--- src/rtl/alu_sequencer.sv ---
// alu_sequencer: command/response front end for a combinational ALU.
// Single operations pass through in one cycle; unsigned multiply is
// sequenced as shift-and-add, reusing the ALU adder for each partial sum.
module alu_sequencer #(
    parameter int WORDSIZE = 64,
    parameter int CNTW     = 7
) (
    input  logic                clk,
    input  logic                rst_n,
    input  logic                cmd_valid,
    output logic                cmd_ready,
    input  logic                cmd_mul,
    input  logic [5:0]          cmd_op,
    input  logic [WORDSIZE-1:0] cmd_a,
    input  logic [WORDSIZE-1:0] cmd_b,
    output logic [WORDSIZE-1:0] alu_input_a,
    output logic [WORDSIZE-1:0] alu_input_b,
    output logic [5:0]          alu_operation,
    input  logic [WORDSIZE-1:0] alu_result,
    input  logic                alu_overflow,
    output logic                rsp_valid,
    input  logic                rsp_ready,
    output logic [WORDSIZE-1:0] rsp_result,
    output logic                rsp_overflow,
    output logic                busy
);

    localparam logic [5:0] OP_ADD = 6'b000000;

    typedef enum logic [1:0] {
        IDLE,
        EXEC,
        MUL,
        RESP
    } state_t;

    state_t              state;
    logic [WORDSIZE-1:0] a_q;
    logic [WORDSIZE-1:0] b_q;
    logic [5:0]          op_q;
    logic [WORDSIZE-1:0] acc;
    logic [WORDSIZE-1:0] mcand;
    logic [WORDSIZE-1:0] mplier;
    logic [CNTW-1:0]     cnt;
    logic                ovf;

    logic [WORDSIZE-1:0] mplier_sh;
    logic [WORDSIZE-1:0] acc_nx;
    logic                ovf_nx;
    logic                mul_done;

    assign cmd_ready = (state == IDLE);
    assign busy      = (state != IDLE);

    // One multiply step: conditional accumulate plus overflow from carry-out
    // or from a multiplicand bit shifted out while multiplier bits remain.
    always_comb begin
        mplier_sh = mplier >> 1;
        acc_nx    = mplier[0] ? alu_result : acc;
        ovf_nx    = ovf | (mplier[0] & alu_overflow)
                        | (mcand[WORDSIZE-1] & (mplier_sh != '0));
        mul_done  = (mplier_sh == '0) || (cnt == CNTW'(WORDSIZE - 1));
    end

    // ALU operand/operation drive decoded from the current state.
    always_comb begin
        alu_input_a   = '0;
        alu_input_b   = '0;
        alu_operation = OP_ADD;
        case (state)
            EXEC: begin
                alu_input_a   = a_q;
                alu_input_b   = b_q;
                alu_operation = op_q;
            end
            MUL: begin
                alu_input_a   = acc;
                alu_input_b   = mcand;
                alu_operation = OP_ADD;
            end
            default: ;
        endcase
    end

    // Sequencer FSM with registered response outputs.
    always_ff @(posedge clk) begin
        if (!rst_n) begin
            state        <= IDLE;
            rsp_valid    <= 1'b0;
            rsp_result   <= '0;
            rsp_overflow <= 1'b0;
            a_q          <= '0;
            b_q          <= '0;
            op_q         <= '0;
            acc          <= '0;
            mcand        <= '0;
            mplier       <= '0;
            cnt          <= '0;
            ovf          <= 1'b0;
        end else begin
            case (state)
                IDLE: begin
                    if (cmd_valid) begin
                        a_q  <= cmd_a;
                        b_q  <= cmd_b;
                        op_q <= cmd_op;
                        if (cmd_mul) begin
                            acc    <= '0;
                            mcand  <= cmd_a;
                            mplier <= cmd_b;
                            cnt    <= '0;
                            ovf    <= 1'b0;
                            state  <= MUL;
                        end else begin
                            state <= EXEC;
                        end
                    end
                end
                EXEC: begin
                    rsp_result   <= alu_result;
                    rsp_overflow <= alu_overflow;
                    rsp_valid    <= 1'b1;
                    state        <= RESP;
                end
                MUL: begin
                    acc    <= acc_nx;
                    ovf    <= ovf_nx;
                    mcand  <= mcand << 1;
                    mplier <= mplier_sh;
                    cnt    <= cnt + 1'b1;
                    if (mul_done) begin
                        rsp_result   <= acc_nx;
                        rsp_overflow <= ovf_nx;
                        rsp_valid    <= 1'b1;
                        state        <= RESP;
                    end
                end
                RESP: begin
                    if (rsp_ready) begin
                        rsp_valid <= 1'b0;
                        state     <= IDLE;
                    end
                end
                default: state <= IDLE;
            endcase
        end
    end

endmodule
--- config.mk ---
export PLATFORM = sky130hd
export DESIGN_NAME = alu_sequencer
export DESIGN_NICKNAME = d
export VERILOG_FILES = /design/src/rtl/alu_sequencer.sv
export SDC_FILE = /design/constraint.sdc
export NUM_CORES = 1
export LEC_CHECK = 0
export BUFFER_PORTS_ARGS = -buffer_cell sky130_fd_sc_hd__buf_4
export CAP_MARGIN = 20
export CORE_ASPECT_RATIO = 1.2
export CORE_MARGIN = 2
export CORE_UTILIZATION = 35
export DETAILED_ROUTE_END_ITERATION = 10
export SYNTH_ARGS = -nofsm -noshare
export SYNTH_HDL_FRONTEND = slang
export SYNTH_SLANG_ARGS = --single-unit
--- constraint.sdc ---
create_clock -name clk -period 2.1 [get_ports clk]
set_input_delay 0.21 -clock clk [delete_from_list [all_inputs] [get_ports clk]]
set_output_delay 0.21 -clock clk [all_outputs]
set_load 0.1 [all_outputs]
=== Yosys cells after proc, flatten, opt, wreduce, memory -nomap -nowiden ===
Cells that the tools add are included.

* Input bits: 204
* Logic and storage cells: 69
* Register bits: 402

* Bitwise gates (word level): 4
* Mux-type cells: 31
* Equality and inequality tests: 8
* Reduce and logical (&&, ||, !) cells: 13
* Add/subtract/negate cells: 1

{| class="wikitable"
|+ Operator list
! kind !! number
|-
| $pmux W64 S2 || 6
|-
| $mux W64 || 8
|-
| $logic_not A64 Y1 || 1
|-
| $reduce_bool A64 Y1 || 1
|-
| $mux W7 || 2
|-
| $pmux W7 S2 || 1
|-
| $reduce_and A3 Y1 || 3
|-
| $mux W2 || 4
|-
| $pmux W2 S4 || 1
|-
| $add A7 B1 Y7 const B || 1
|-
| $eq A7 B6 Y1 const B || 1
|-
| $mux W6 || 1
|-
| $ne A2 B2 Y1 const B || 3
|-
| $reduce_bool A2 Y1 || 3
|-
| $mux W1 || 5
|-
| $eq A2 B2 Y1 const B || 2
|-
| $pmux W1 S2 || 2
|-
| $reduce_and A2 Y1 || 2
|-
| $pmux W1 S3 || 1
|-
| $reduce_bool A3 Y1 || 1
|-
| $and A1 B1 Y1 || 2
|-
| $eq A2 B1 Y1 const B || 1
|-
| $logic_not A2 Y1 || 1
|-
| $ne A2 B1 Y1 const B || 1
|-
| other kinds (2) || 3
|}

=== Logic depth before layout (Yosys ltp) ===
Gate-level depths: netlist (run 1).

* Depth after elaboration: 5
* Gate-level depth with buffers: 10
* Mapped depth without buffers: 7

=== Worst setup path after synthesis (run 1) ===
No wires, ideal clock.

* Path type: register to output
* From: reg state[0]
* To: out alu_input_b[63]
* Cell stages (with the launch flop): 6
* Slack: -1.432 ns
* Path buffers: 2
* Data arrival time: 3.322 ns
* Data required time: 1.890 ns
* Path through: dfxtp_1 inv_1 ha_1 clkbuf_1 clkbuf_1 a21boi_0

* Cells in the longest elaborated chain, start to end: 2
* Elaborated cells on any way between the ends: 3
* Classes of those cells: eq/ne: 2; mux: 1

{| class="wikitable"
|+ Ends and longest elaborated chain
! item !! RTL line !! text
|-
| start, declared || 37 || <nowiki>state_t state;</nowiki>
|-
| start signal, assigned || 88 || <nowiki>state <= IDLE;</nowiki>
|-
| start signal, assigned || 113 || <nowiki>state <= MUL;</nowiki>
|-
| start signal, assigned || 115 || <nowiki>state <= EXEC;</nowiki>
|-
| $eq A2 B2 Y1 / $eq A2 B1 Y1 (equally long branches) || 70 || <nowiki>case (state)</nowiki>
|-
| $pmux W64 S2 (*) || 70 ||
|-
| end, declared || 17 || <nowiki>output logic [WORDSIZE-1:0] alu_input_b,</nowiki>
|}

Mark *: on every way between the ends. The rest lies on a longest branch, timed or not.

=== Worst setup path after layout (run 1) ===
* From: reg state[0]
* To: out alu_input_a[39]

* Cells in the longest elaborated chain, start to end: 2
* Elaborated cells on any way between the ends: 3
* Classes of those cells: eq/ne: 2; mux: 1

{| class="wikitable"
|+ Ends and longest elaborated chain
! item !! RTL line !! text
|-
| $eq A2 B2 Y1 / $eq A2 B1 Y1 (equally long branches) || 70 ||
|-
| $pmux W64 S2 (*) || 70 ||
|-
| end, declared || 16 || <nowiki>output logic [WORDSIZE-1:0] alu_input_a,</nowiki>
|}

Marks and branches as above.

==> tab_implementation.tex, run 1 <==
\begin{tabular}{lr}
\hline
Metric & Value \\
\hline
\multicolumn{2}{l}{\textbf{Global route}} \\
\quad Total congestion overflow & 0 \\
\quad Maximum number of pins on one net before global-route repair & 76 \\
\quad Vias in the first global route & 18019 \\
\quad First-pass GRT wire length & 108800 µm \\
\quad Antenna violations before repair & 2 \\
\quad Overall routing resource usage & 26.18\% \\
\multicolumn{2}{l}{\textbf{Synthesis}} \\
\quad Number of synthesis warnings & 0 \\
\quad Portion of netlist area occupied by mux cells & 10.56\% \\
\quad Post-synthesis instance area & 18100 µm² \\
\quad Post-Synth Adder-Cell Area & 0.3457\% \\
\quad Post-synthesis compound-gate area fraction & 23.90\% \\
\quad Count of mapped cells out of synthesis & 2068 \\
\quad Area fraction in and, or, nand and nor cells after synthesis & 15.81\% \\
\quad Largest family of logic cells by synthesized area & compound AO/OA/AOI/OAI gates \\
\quad Post-synthesis register bit count & 402 \\
\quad Number of library cell types mapped by synthesis & 38 \\
\quad Share of synthesized area occupied by flip-flops and latches & 44.47\% \\
\quad Syn nets & 2277 \\
\quad Xor/xnor cell area share of the yosys netlist & 0.2904\% \\
\quad Mean post-synth cell area & 8.752 µm² \\
\multicolumn{2}{l}{\textbf{Timing}} \\
\quad Fmax & 0.4281 GHz \\
\quad Final Hold Violating Endpoints & 0 \\
\quad Final cycle utilization of the critical path & 111.2\% \\
\quad Worst slew margin & 47.64\% \\
\quad Setup repair after global routing missed its margin & true \\
\quad Crit path time final & 2336 ps \\
\quad Post-route setup slack & -236.2 ps \\
\quad Slew at the pin with the worst max-slew slack & 785.4 ps \\
\quad Final hold slack & 61.15 ps \\
\quad Number of max-slew violations in the final report & 0 \\
\quad Post-route clock skew & 9.889 ps \\
\quad Final setup violating endpoints & 241 \\
\multicolumn{2}{l}{\textbf{Power and ir drop}} \\
\quad Leakage & 12.95 nW \\
\quad Total power per unit cell area & 1539 nW/µm² \\
\quad Maximum vdd drop & 1.092 mV \\
\multicolumn{2}{l}{\textbf{Route}} \\
\quad M1 WL & 34430 µm \\
\quad Top layer in use & met4 \\
\quad Remaining DRCs & 0 \\
\quad Final antenna-violating net count & 0 \\
\quad Amount of wire on met3 after detailed routing & 4380 µm \\
\quad Average detailed-routed wire length per instance & 24.55 µm \\
\quad Via density & 5.638 \\
\quad Number of search-and-repair iterations in the first detailed-routing pass & 5 \\
\quad Wire length reported by the detailed router & 83830 µm \\
\quad Count of routing violations after the opening detailed-route iteration & 1391 \\
\quad Vias post-DR & 19253 \\
\quad Met2 wirelength from detailed routing & 40960 µm \\
\multicolumn{2}{l}{\textbf{Floorplanning}} \\
\quad Die Outline Area & 53550 µm² \\
\quad Die outline height & 253.1 µm \\
\quad Initial core utilization & 35.32\% \\
\quad Row count & 91 \\
\quad Number of top-level pins & 406 \\
\quad Die width & 211.6 µm \\
\quad Placeable Area & 51240 µm² \\
\multicolumn{2}{l}{\textbf{Critical path}} \\
\quad Crit path arrival time & 2130 ps \\
\quad Nature of the critical path endpoint & output pin \\
\quad Internal reg-to-reg setup slack & -80 ps \\
\quad Slowest cell delay on critical path & 360 ps \\
\quad Depth of the most critical reg-to-reg path & 12 \\
\quad CP max-delay cell & dfxtp\_4 \\
\quad Start of the worst register-to-register path & state[0]\$\_SDFFE\_PN0P\_ \\
\quad Worst Setup Start Kind & flip-flop \\
\quad WP data required & 1890 ps \\
\quad Reg-to-reg endpoint & mplier[15]\$\_SDFFE\_PN0P\_ \\
\quad Cells along the critical path & inv\_4 > ha\_4 > buf\_12 > buf\_16 > a22oi\_1 > nor2b\_4 > buf\_12 \\
\quad Buffer and inverter count on the worst path & 4 \\
\quad Max FO, Critical Path & 13 \\
\quad Top Family by Delay on Critical Path & buffers and inverters \\
\quad Crit-path most repeated cell & buf\_12 \\
\quad Kind of critical path & flip-flop to output pin \\
\multicolumn{2}{l}{\textbf{CTS}} \\
\quad TritonCTS clock tree & built \\
\quad Clock network latency to the later pin of the worst-skew pair & 570 ps \\
\quad Clock-pin slew on the worst setup and hold paths & 60 ps \\
\quad Number of sinks driven by the clock tree & 402 \\
\quad CTS Buf Count & 44 \\
\quad Longest Clk Path Bufs & 3 \\
\quad Buffer type at the clock tree root & clkbuf\_16 \\
\quad CTS HTree Levels & 2 \\
\multicolumn{2}{l}{\textbf{Final layout}} \\
\quad Post-layout nets & 2939 \\
\quad Growth of design area from synthesis to finish & 79.01\% \\
\quad Most common cell after layout, fill and taps aside & dfxtp\_1 \\
\quad Share of final-layout standard cells stronger than drive strength 1 & 38.52\% \\
\quad Commonest non-fill, non-tap cells in the layout & dfxtp\_1 (395), buf\_4 (324), nand2\_1 (279), dlygate4sd3\_1 (200), mux2i\_1 (190) \\
\quad Non-filler instance count after layout & 3415 \\
\multicolumn{2}{l}{\textbf{Hold path}} \\
\quad HP Start & alu\_overflow \\
\quad Hold path depth & 4 \\
\quad Endpoint with the worst hold slack & rsp\_overflow\$\_SDFFE\_PN0P\_ \\
\quad Class of the worst hold path & input port to flip-flop \\
\multicolumn{2}{l}{\textbf{Placement}} \\
\quad GP Congestion & 0.8667 \\
\quad Port Buffers & 405 \\
\quad Placed cells & 2990 \\
\quad HPWL after DPL & 46340 µm \\
\multicolumn{2}{l}{\textbf{Flow run}} \\
\quad Number of max-cap violations & 0 \\
\multicolumn{2}{l}{\textbf{Status}} \\
\quad Failing checks & negative setup slack \\
\quad Outcome & finished with violations \\
\hline
\end{tabular}
cell usage after synthesis:
cell	n	share of area, %
a21oi_1	139	3.8
a221oi_1	1	0.048
buf_2	15	0.41
nand3_1	4	0.11
o22ai_1	1	0.035
a21o_1	1	0.041
and2_1	8	0.28
a22oi_1	191	7.9
nand4_1	8	0.28
a211oi_1	126	5.2
xor2_1	4	0.19
inv_1	6	0.12
nor4_1	15	0.52
o21ai_0	1	0.028
a32o_1	1	0.055
buf_1	10	0.21
a21boi_0	2	0.083
or2_2	1	0.035
o21ai_1	2	0.055
o21a_1	2	0.083
o211a_1	64	3.5
clkbuf_1	185	3.8
nor2b_1	127	4.4
nand2_1	281	5.8
nor2_1	196	4.1
buf_4	1	0.041
o221a_2	1	0.062
and3_1	2	0.069
ha_1	5	0.35
nor4_4	1	0.12
o211ai_1	66	2.7
nand2b_1	2	0.069
dfxtp_1	402	44
mux2i_1	191	11
a41o_1	1	0.055
o221ai_2	1	0.083
nor3_1	2	0.055
xnor2_1	2	0.097
repair_timing:
item,CTS,global route
hold buffers,200,0
gates resized for setup,518,219
gates cloned,18,74
setup endpoints to repair,200,354
pin swaps,10,81
endpoints found under the hold margin,248,0
buffers inserted,17,39
metrics by stage:
step | utilization [%] | worst slack [ps] | area, µm² | total power [mW] | setup TNS, ps
floorplan | - | -121.6 | 19110 | 26.41 | -3378
global placement | 45.20 | -195.0 | 23160 | 31.60 | -11740
detailed placement | 45.20 | -198.0 | 23160 | 31.93 | -11110
CTS | 57.64 | -237.3 | 29530 | 44.12 | -26230
global route | 63.23 | -288.0 | 32400 | 51.56 | -50920
finish | 63.23 | -236.2 | 32400 | 49.86 | -26220
per-layer routing:
layer  vias up  track usage, %
met5         -               0
met1      9438           34.94
met3       218           3.200
met2       814           43.48
li1       8783               -
met4         0           9.296
worst register-to-register path, delay by kind of cell, from the launching register on:
family	cells	cell delay, ps
AO/OA/AOI/OAI	2	450
adder cells (fa/ha/maj)	1	250
AND/OR/NAND/NOR	1	50
buffers and inverters	8	1000
flip-flops	1	360
flip-flops by register name, indices dropped and copies added (netlist names):
signal and count:
ovf 1, a_q 64, mcand 64, state 2, rsp_overflow 1, rsp_result 64, mplier 64, b_q 64
cnt 7, op_q 6, rsp_valid 1, acc 64
how the worst max path moves through the flow:
stage	from	endpoint	depth (start not counted)
after global placement	mplier[10]$_SDFFE_PN0P_	rsp_result[38]$_SDFFE_PN0P_	7
after detailed placement	mplier[10]$_SDFFE_PN0P_	rsp_result[39]$_SDFFE_PN0P_	7
after floorplan	state[1]$_SDFFE_PN0P_	alu_input_a[43]	6
after CTS	state[0]$_SDFFE_PN0P_	alu_input_b[49]	7
after global routing	state[1]$_SDFFE_PN0P_	alu_input_a[32]	6
final	state[0]$_SDFFE_PN0P_	alu_input_a[39]	7
cell type report:
type	count	area, µm²
tap	651	814.5
antenna	2	5.005
clock buffer	62	1280
inverter	6	43.79
multi-input combinational	1449	11320
clock inverter	16	187.7
sequential	402	8061
fill	3897	18840
timing repair buffer	827	10690
cells by family after synthesis:
logic type	after synthesis
and+or+nand+nor	647
adders and majority gates	5
buffers and inverters	217
xor gates and xnor gates	6
DFF	402
muxes	191
AOI/OAI and AO/OA	600
report_power, final:
part           switching (mW)  leakage [nW]  total [mW]  internal, mW
registers                1.63          3.30        11.1          9.52
clock network            3.32         0.733        8.05          4.73
logic                    17.1          8.92        30.7          13.5
total                    22.1          13.0        49.9          27.8
Note: power is estimated with default switching activity, not from simulation.
==> run 2: changes to the inputs <==
--- a/config.mk
+++ b/config.mk
@@ -9,8 +9,9 @@
 export CAP_MARGIN = 20
 export CORE_ASPECT_RATIO = 1.2
 export CORE_MARGIN = 2
-export CORE_UTILIZATION = 35
+export CORE_UTILIZATION = 45
 export DETAILED_ROUTE_END_ITERATION = 10
+export PLACE_DENSITY = 0.71
 export SYNTH_ARGS = -nofsm -noshare
 export SYNTH_HDL_FRONTEND = slang
 export SYNTH_SLANG_ARGS = --single-unit
==> run 2 against run 1 <==
Effect of this change: the run still ends with negative setup slack left; sequential share of layout area up 1.0 points; final cell count fell by 4.7%; die area is 22% lower; wire length is 4.1% higher; sequential cell count unchanged; critical path depth stayed put; critical path type unchanged; largest cell class unchanged.
==> tab_implementation.tex, run 2 (synthesized netlist as in run 1, its figures left out) <==
\begin{tabular}{lr}
\hline
Metric & Value \\
\hline
\multicolumn{2}{l}{\textbf{Critical path}} \\
\quad Max FO, Critical Path & 8 (-5) \\
\quad Crit path arrival time & 2220 ps (+90 ps) \\
\quad Worst Setup Start Kind & flip-flop \\
\quad WP data required & 1890 ps (about the same) \\
\quad Internal reg-to-reg setup slack & -90 ps (about the same) \\
\quad Kind of critical path & flip-flop to output pin \\
\quad Nature of the critical path endpoint & output pin \\
\multicolumn{2}{l}{\textbf{Final layout}} \\
\quad Post-layout nets & 2892 (-1.6\%) \\
\quad Finished Core Util & 78.27\% (+15 points) \\
\quad Non-filler instance count after layout & 3254 (-4.7\%) \\
\quad Growth of design area from synthesis to finish & 71.85\% \\
\quad Share of final-layout standard cells stronger than drive strength 1 & 34.32\% (-4.2 points) \\
\quad Commonest non-fill, non-tap cells in the layout & dfxtp\_1 (399), buf\_4 (327), nand2\_1 (278), nor2\_1 (196), mux2i\_1 (191) \\
\quad Most common cell after layout, fill and taps aside & dfxtp\_1 \\
\multicolumn{2}{l}{\textbf{Route}} \\
\quad Via density & 6.259 (+11\%) \\
\quad Average detailed-routed wire length per instance & 26.83 µm (+9.3\%) \\
\quad Vias post-DR & 20368 (+5.8\%) \\
\quad Number of search-and-repair iterations in the first detailed-routing pass & 6 (+1) \\
\quad Count of routing violations after the opening detailed-route iteration & 2161 (+55\%) \\
\quad Final antenna-violating net count & 0 (unchanged) \\
\quad Remaining DRCs & 0 (unchanged) \\
\quad Wire length reported by the detailed router & 87310 µm (+4.1\%) \\
\multicolumn{2}{l}{\textbf{Power and ir drop}} \\
\quad Total power & 49.50 mW (-0.72\%) \\
\quad Total power per unit cell area & 1592 nW/µm² (+3.4\%) \\
\quad Leakage & 12.53 nW (-3.3\%) \\
\quad Maximum vdd drop & 1.273 mV (+17\%) \\
\multicolumn{2}{l}{\textbf{Floorplanning}} \\
\quad Die Outline Area & 41850 µm² (-22\%) \\
\quad Initial core utilization & 45.54\% (+10 points) \\
\quad Die outline height & 223.7 µm (-12\%) \\
\quad Placeable Area & 39740 µm² (-22\%) \\
\quad Row count & 80 (-12\%) \\
\quad Number of top-level pins & 406 (unchanged) \\
\quad Die width & 187.1 µm (-12\%) \\
\multicolumn{2}{l}{\textbf{Hold path}} \\
\quad Class of the worst hold path & input port to flip-flop \\
\multicolumn{2}{l}{\textbf{Status}} \\
\quad Failing checks & negative setup slack \\
\quad Outcome & finished with violations \\
\multicolumn{2}{l}{\textbf{CTS}} \\
\quad Clock-pin slew on the worst setup and hold paths & 60 ps (about the same) \\
\quad CTS Buf Count & 42 (-4.5\%) \\
\quad Number of sinks driven by the clock tree & 402 (unchanged) \\
\quad TritonCTS clock tree & built \\
\quad Buffer type at the clock tree root & clkbuf\_16 \\
\quad CTS HTree Levels & 2 (unchanged) \\
\quad Clock network latency to the later pin of the worst-skew pair & 560 ps (about the same) \\
\quad Longest Clk Path Bufs & 3 (unchanged) \\
\multicolumn{2}{l}{\textbf{Timing}} \\
\quad Crit path time final & 2433 ps (+96.73 ps) \\
\quad Number of max-slew violations in the final report & 0 (unchanged) \\
\quad Fmax & 0.4110 GHz (-4.0\%) \\
\quad Setup repair after global routing missed its margin & true \\
\quad Slew at the pin with the worst max-slew slack & 539.2 ps (-246.2 ps) \\
\quad Worst slew margin & 64.05\% (+16 points) \\
\quad Final cycle utilization of the critical path & 115.9\% (+4.6 points) \\
\quad Final setup violating endpoints & 198 (-18\%) \\
\quad Post-route setup slack & -332.9 ps (-96.73 ps) \\
\quad Final Hold Violating Endpoints & 0 (unchanged) \\
\quad Post-route clock skew & 11.93 ps (+2.043 ps) \\
\multicolumn{2}{l}{\textbf{Placement}} \\
\quad HPWL after DPL & 42610 µm (-8.0\%) \\
\quad Placed cells & 2866 (-4.1\%) \\
\quad GP Congestion & 0.8716 (+0.57\%) \\
\quad Pre-CTS setup slack & -178.4 ps (+19.60 ps) \\
\quad Port Buffers & 405 (unchanged) \\
\multicolumn{2}{l}{\textbf{Flow run}} \\
\quad Number of max-cap violations & 0 (unchanged) \\
\multicolumn{2}{l}{\textbf{Global route}} \\
\quad Maximum number of pins on one net before global-route repair & 97 (+28\%) \\
\quad Antenna violations before repair & 8 (+6) \\
\quad Total congestion overflow & 0 (unchanged) \\
\quad Vias in the first global route & 19497 (+8.2\%) \\
\quad Overall routing resource usage & 36.06\% (+9.9 points) \\
\quad First-pass GRT wire length & 117200 µm (+7.8\%) \\
\hline
\end{tabular}
==> run 2: critical path, stage by stage (launching register included) <==
cell and delay (ps):
dfxtp_4 360, buf_6 120, ha_4 180, buf_12 170
buf_16 160, a22oi_2 380, nor2b_4 90, buf_12 180
==> run 2: area by class of cell <==
| class | instances | area (µm²) |
|---|---|---|
| Inverter | 6 | 41.29 |
| Clock inverter | 10 | 178.9 |
| Sequential cell | 402 | 8056 |
| Timing Repair Buffer | 782 | 9950 |
| Fill cell | 2224 | 8636 |
| Multi-Input combinational cell | 1449 | 10880 |
| Antenna cell | 8 | 20.02 |
| Clock buffer | 64 | 1308 |
| Tap cell | 533 | 666.9 |
==> run 2: repair_timing <==
| action | CTS | global route |
|---|---|---|
| gates cloned | 35 | 35 |
| pin swaps | 20 | 30 |
| hold endpoints to repair | 191 | 0 |
| gates resized for setup | 507 | 121 |
| hold buffers | 189 | 0 |
| setup endpoints to repair | 211 | 312 |
| setup buffers | 23 | 34 |
==> run 2: per-stage QoR <==
stage / hold slack (ps) / cell area, µm² / TNS (ps)
2_1_floorplan: 346.0 / 19110 / -3378
3_3_place_gp: 439.1 / 22940 / -9400
3_5_place_dp: 446.0 / 22940 / -9347
4_1_cts: 11.66 / 29690 / -21460
5_1_grt: 33.32 / 31100 / -39400
6_report: 25.22 / 31100 / -29480
==> run 2: routing by layer <==
metal	global-route usage [%]	share of wire, %	vias to the layer above
li1	-	-	8681
met1	43.31	36	9790
met2	59.80	47	1466
met3	6.956	9.1	431
met4	21.97	7.6	0
met5	0	0	-
==> run 2: final timing paths <==
| kind | startpoint | end | cells past startpoint |
|---|---|---|---|
| worst max-delay path | state[0]$_SDFFE_PN0P_ | alu_input_a[39] | 7 |
| worst min-delay path | cmd_a[24] | mcand[24]$_SDFFE_PN0P_ | 3 |
| worst max register to register | mplier[53]$_SDFFE_PN0P_ | rsp_result[27]$_SDFFE_PN0P_ | 9 |
| worst min register to register | b_q[23]$_SDFFE_PN0P_ | b_q[23]$_SDFFE_PN0P_ | 2 |
==> run 2: where the power goes <==
part           leakage (nW)  switching, mW  internal [mW]
Clock                 0.734           3.25           4.90
Sequential             3.30           1.70           9.51
Combinational          8.50           17.2           12.9
